$ cat src/rtl/mips_cpu_wb_pkg.sv
// Shared types for the register-file writeback path: entry layout and field widths.
package mips_cpu_wb_pkg;

    localparam int REG_ADDR_W = 5;
    localparam int DATA_W     = 32;

    // One queued register-file write; orwrite asks the file to OR data into the old value.
    typedef struct packed {
        logic [REG_ADDR_W-1:0] dst;
        logic [DATA_W-1:0]     data;
        logic                  orwrite;
    } wb_entry_t;

    localparam wb_entry_t WB_ENTRY_NONE = '0;

endpackage

$ cat src/rtl/mips_cpu_wb_fifo.sv
// In-order writeback queue: up to two pushes and one pop per cycle, with
// per-slot valid flags and destination registers exported for hazard masking.
module mips_cpu_wb_fifo
    import mips_cpu_wb_pkg::*;
#(
    parameter int DEPTH = 4,
    localparam int PTR_W = $clog2(DEPTH),
    localparam int CNT_W = PTR_W + 1
) (
    input  logic                                 clk,
    input  logic                                 reset,
    input  logic [1:0]                           push_count,
    input  wb_entry_t                            push_first,
    input  wb_entry_t                            push_second,
    input  logic                                 pop,
    output wb_entry_t                            head,
    output logic [CNT_W-1:0]                     count,
    output logic [DEPTH-1:0]                     entry_valid,
    output logic [DEPTH-1:0][REG_ADDR_W-1:0]     entry_dst
);

    wb_entry_t [DEPTH-1:0] slots;
    logic [PTR_W-1:0]      rd_ptr;
    logic [PTR_W-1:0]      wr_ptr;
    logic [PTR_W-1:0]      wr_ptr_next_slot;

    assign wr_ptr_next_slot = wr_ptr + PTR_W'(1);

    // NOTE: non-blocking assignments on all state so every flop samples pre-edge values.
    always_ff @(posedge clk) begin
        if (reset) begin
            rd_ptr <= '0;
            wr_ptr <= '0;
            count  <= '0;
        end else begin
            rd_ptr <= rd_ptr + PTR_W'(pop);
            wr_ptr <= wr_ptr + PTR_W'(push_count);
            count  <= count + CNT_W'(push_count) - CNT_W'(pop);
        end
    end

    // NOTE: slot storage is deliberately not reset; count and pointers alone decide what is valid.
    always_ff @(posedge clk) begin
        if (push_count != 2'd0) begin
            slots[wr_ptr] <= push_first;
        end
        if (push_count == 2'd2) begin
            slots[wr_ptr_next_slot] <= push_second;
        end
    end

    assign head = slots[rd_ptr];

    // A slot is live when its distance from the read pointer is below the occupancy.
    always_comb begin
        for (int i = 0; i < DEPTH; i++) begin
            entry_valid[i] = ({1'b0, PTR_W'(PTR_W'(i) - rd_ptr)} < count);
            entry_dst[i]   = slots[i].dst;
        end
    end

endmodule

$ cat src/rtl/mips_cpu_regfile_writeback.sv
// Writeback initiator: merges ALU and load results into one in-order queue that
// drains one write per cycle to the register file, and flags pending destinations.
module mips_cpu_regfile_writeback
    import mips_cpu_wb_pkg::*;
#(
    parameter int DEPTH = 4,
    localparam int PTR_W = $clog2(DEPTH)
) (
    input  logic        clk,
    input  logic        reset,
    input  logic        alu_valid,
    output logic        alu_ready,
    input  logic [4:0]  alu_reg,
    input  logic [31:0] alu_data,
    input  logic        mem_valid,
    output logic        mem_ready,
    input  logic [4:0]  mem_reg,
    input  logic [31:0] mem_data,
    input  logic        mem_or,
    output logic        rf_write_enable,
    output logic [4:0]  rf_write_reg,
    output logic [31:0] rf_write_data,
    output logic        rf_orwrite,
    output logic [31:0] pending_mask,
    output logic        empty
);

    localparam logic [PTR_W:0] MEM_LIMIT = (PTR_W + 1)'(DEPTH - 1);
    localparam logic [PTR_W:0] ALU_LIMIT = (PTR_W + 1)'(DEPTH - 2);

    logic [PTR_W:0]                      count;
    logic [DEPTH-1:0]                    entry_valid;
    logic [DEPTH-1:0][REG_ADDR_W-1:0]    entry_dst;
    wb_entry_t                           head;
    wb_entry_t                           push_first;
    wb_entry_t                           push_second;
    logic [1:0]                          push_count;
    logic                                mem_push;
    logic                                alu_push;
    logic                                drain_active;

    // ALU only sees room for two so a same-cycle load can never overflow the queue.
    assign mem_ready = !reset && (count <= MEM_LIMIT);
    assign alu_ready = !reset && (count <= ALU_LIMIT);

    // Writes to r0 complete the handshake but are dropped here.
    assign mem_push = mem_valid && mem_ready && (mem_reg != '0);
    assign alu_push = alu_valid && alu_ready && (alu_reg != '0);

    // NOTE: every output of this block gets a default first so no latch is inferred.
    always_comb begin
        push_first  = WB_ENTRY_NONE;
        push_second = WB_ENTRY_NONE;
        push_count  = {1'b0, mem_push} + {1'b0, alu_push};
        if (mem_push) begin
            push_first  = '{dst: mem_reg, data: mem_data, orwrite: mem_or};
            push_second = '{dst: alu_reg, data: alu_data, orwrite: 1'b0};
        end else begin
            push_first  = '{dst: alu_reg, data: alu_data, orwrite: 1'b0};
        end
    end

    mips_cpu_wb_fifo #(
        .DEPTH(DEPTH)
    ) u_fifo (
        .clk         (clk),
        .reset       (reset),
        .push_count  (push_count),
        .push_first  (push_first),
        .push_second (push_second),
        .pop         (drain_active),
        .head        (head),
        .count       (count),
        .entry_valid (entry_valid),
        .entry_dst   (entry_dst)
    );

    assign drain_active    = !reset && (count != '0);
    assign rf_write_enable = drain_active;
    assign rf_write_reg    = drain_active ? head.dst     : '0;
    assign rf_write_data   = drain_active ? head.data    : '0;
    assign rf_orwrite      = drain_active ? head.orwrite : 1'b0;
    assign empty           = reset || (count == '0);

    always_comb begin
        pending_mask = '0;
        for (int i = 0; i < DEPTH; i++) begin
            if (entry_valid[i] && !reset) begin
                pending_mask[entry_dst[i]] = 1'b1;
            end
        end
        pending_mask[0] = 1'b0;
    end

endmodule

$ cat config.mk
export PLATFORM = sky130hd
export DESIGN_NAME = mips_cpu_regfile_writeback
export DESIGN_NICKNAME = d
export VERILOG_FILES = /design/src/rtl/mips_cpu_wb_pkg.sv /design/src/rtl/mips_cpu_wb_fifo.sv /design/src/rtl/mips_cpu_regfile_writeback.sv
export SDC_FILE = /design/constraint.sdc
export NUM_CORES = 1
export LEC_CHECK = 0
export ABC_AREA = 1
export CAP_MARGIN = 20
export CORE_AREA = 2 2 163 165
export CTS_CLUSTER_SIZE = 8
export DETAILED_ROUTE_END_ITERATION = 6
export DIE_AREA = 0 0 165 167
export PLACE_DENSITY = 0.73
export SYNTH_ARGS = -nofsm -noshare
export SYNTH_HDL_FRONTEND = slang
export SYNTH_SLANG_ARGS = --single-unit
$ cat constraint.sdc
create_clock -name clk -period 3.85 [get_ports clk]
set_clock_uncertainty 0.1 [all_clocks]
set_input_delay 0.77 -clock clk [delete_from_list [all_inputs] [get_ports clk]]
set_output_delay 0.77 -clock clk [all_outputs]
set_load 0.03 [all_outputs]
==> metrics.txt <==
crit path DAT=2.67 ns; chip width=165 um; PD cells=762.4 nW/um^2; die outline area=27560 um^2; routed wirelength normalized by instance count=17.97 um; CTS Root Cell=clkbuf_16; final WL=38970 um; placement row count=59; ys async rst share=0; Hold Slack=0.4516 ns; first-pass GRT wire length=60460 um; clock latency on the worst-skew pair=0.42 ns; worst hold path class=flop to flop; CTS tree=yes; WL met2=17970 um; Max Cap Viol=0; core area=25760 um^2; io pins=153; vias=12260; Setup CP Type=primary input to primary output; GR Util All Layers=0.2776; share of cells above drive strength 1=0.09007; DR vias/cell=5.655; # hold bufs at CTS=0; register area share after synthesis=0.3115; DR iter-0 viols=1485; mapped cell area=10220 um^2; Die H=167 um; Final Cell Area=12820 um^2; fin crit period=3.543 ns; Final Hold Violating Endpoints=0; First-pass DRT Iterations=6; Synthesized Nets=1800; reg2reg path depth=12; Synth Warn #=0; RePlAce Congestion=0.9895; initial antenna violation count=1; Pleak=6.012 nW; DRT antenna net count=0; Met1 Routed Length=15750 um; Slew Limit Fails=0; required time of the critical path=2.98 ns; post-synthesis register bit count=159; total gr overflow=0; Avg Synthesized Cell Area=5.982 um^2; status=finished clean; CP Max Fanout=11; Layout area overhead=25.48%; hold depth=2; number of flops mapped to enable cells by yosys=0; Sink Count=159; Critical Path Most Common Cell=nand3_1; port buffer count=151; CTS resizes=0; Initial Util=0.3966; vias in the first global route=11440; Relative slew margins=0.4210; setup bufs post-CTS=0; Startpoint Class=primary input; TNS Setup=0 ns; critical path endpoint category=primary output; Main synth FF type=dfxtp_1; CP max stage cell=clkdlybuf4s50_1; Total Nets Final=1912; final worst-path cycle share=0.9203; Worst-Margin Slew=0.8673 ns; CTS clk-pin slew, worst paths=0.06 ns; crit-path cells=clkdlybuf4s50_1, inv_1, buf_4, nand3_2, nor2_1, nand3_1, nand3_1, buf_12; Cell Area, Placed=12230 um^2; Max Clk Rate=282.2 MHz; VDD IR max=430.3 uV; H-tree depth=4; largest net degree at the start of global routing=60; critical path's largest stage delay=0.54 ns; fin util=0.4976; CTS buffer count=17; unrepaired setup endpoints after global routing=false; max layer used=met5; drt drc=0; Post-Syn Instances=1708; post-DP HPWL=25240 um; most frequent cells in the layout=nand2_1, nand3_1, inv_1, o21ai_0, nor2_1; Yosys cell types=33; commonest non-fill, non-tap cell in the layout=nand2_1; CTS max path bufs=2; final setup vio count=0; Pwr Total=9.774 mW; met3 WL post-DR=3950 um
[registers in the layout (all words and copies together), names as in the netlist]
signal,flops
u_fifo.entry_dst,20
u_fifo.rd_ptr,2
u_fifo.slots,132
u_fifo.count,3
u_fifo.wr_ptr,2
[area by class of cell]
| type | count | area (um^2) |
|---|---|---|
| timing repair buffer | 199 | 2007 |
| sequential | 159 | 3183 |
| clock buffer | 22 | 484.2 |
| tap | 335 | 419.2 |
| antenna | 1 | 2.502 |
| clock inverter | 9 | 108.9 |
| multi-input combinational | 1243 | 5866 |
| fill | 2605 | 12940 |
| inverter | 200 | 750.7 |
[per-stage QoR]
step,instances,setup WS [ns]
floorplan,1708,0.08881
detailed placement,2136,0.2915
global route,2167,0.1436
finish,2168,0.3067
CTS,2167,0.3276
global placement,2136,0.3227
[power breakdown]
group / switching [mW] / internal, mW / leakage (nW)
logic: 3.34 / 1.82 / 4.39
registers: 0.412 / 2.49 / 1.34
clock network: 0.688 / 1.02 / 0.280
[cells in the mapped netlist (2+ instances only)]
cell type	instances	area share
clkbuf_1	71	0.026
o21ai_1	43	0.021
dfxtp_1	159	0.31
nand4_1	13	0.0080
nor3_1	29	0.014
ha_1	12	0.015
buf_1	6	0.0022
o21ai_0	173	0.085
clkinv_1	2	0.00074
inv_2	4	0.0015
xnor2_1	2	0.0017
nand3_2	2	0.0020
buf_2	23	0.011
nand2_1	334	0.12
o22ai_1	38	0.023
a21oi_1	149	0.073
nor2_1	166	0.061
inv_1	194	0.071
buf_4	5	0.0037
a41oi_1	3	0.0026
nand3b_1	4	0.0029
nand3_1	265	0.13
[worst paths after layout]
| path | slack [ns] | end | startpoint |
|---|---|---|---|
| worst min register to register | 0.45 | u_fifo.slots[76]$_DFF_P_ | u_fifo.slots[76]$_DFF_P_ |
| worst min-delay path | 0.45 | u_fifo.slots[76]$_DFF_P_ | u_fifo.slots[76]$_DFF_P_ |
| worst max register to register | 1.05 | u_fifo.count[2]$_SDFF_PP0_ | u_fifo.count[2]$_SDFF_PP0_ |
| worst max-delay path | 0.31 | pending_mask[6] | reset |
[per-layer routing]
layer  vias up  track usage
li1       5886            -
met2       704       0.4527
met4         2       0.1149
met5         -            0
met1      5571       0.3564
met3        97      0.05455
[worst max-delay path: cells and delay by family]
family / cells / cell delay (ns)
buf+inv: 4 / 1.05
simple gates: 4 / 0.84
[logic make-up after synthesis]
logic type | synth area share
AO/OA/AOI/OAI | 0.2062
XOR/XNOR | 0.002572
adder cells (fa/ha/maj) | 0.01665
buffers and inverters | 0.1178
flip-flops | 0.3115
other | 0.0003670
AND/OR/NAND/NOR | 0.3448
(Power assumes the default switching activity.)
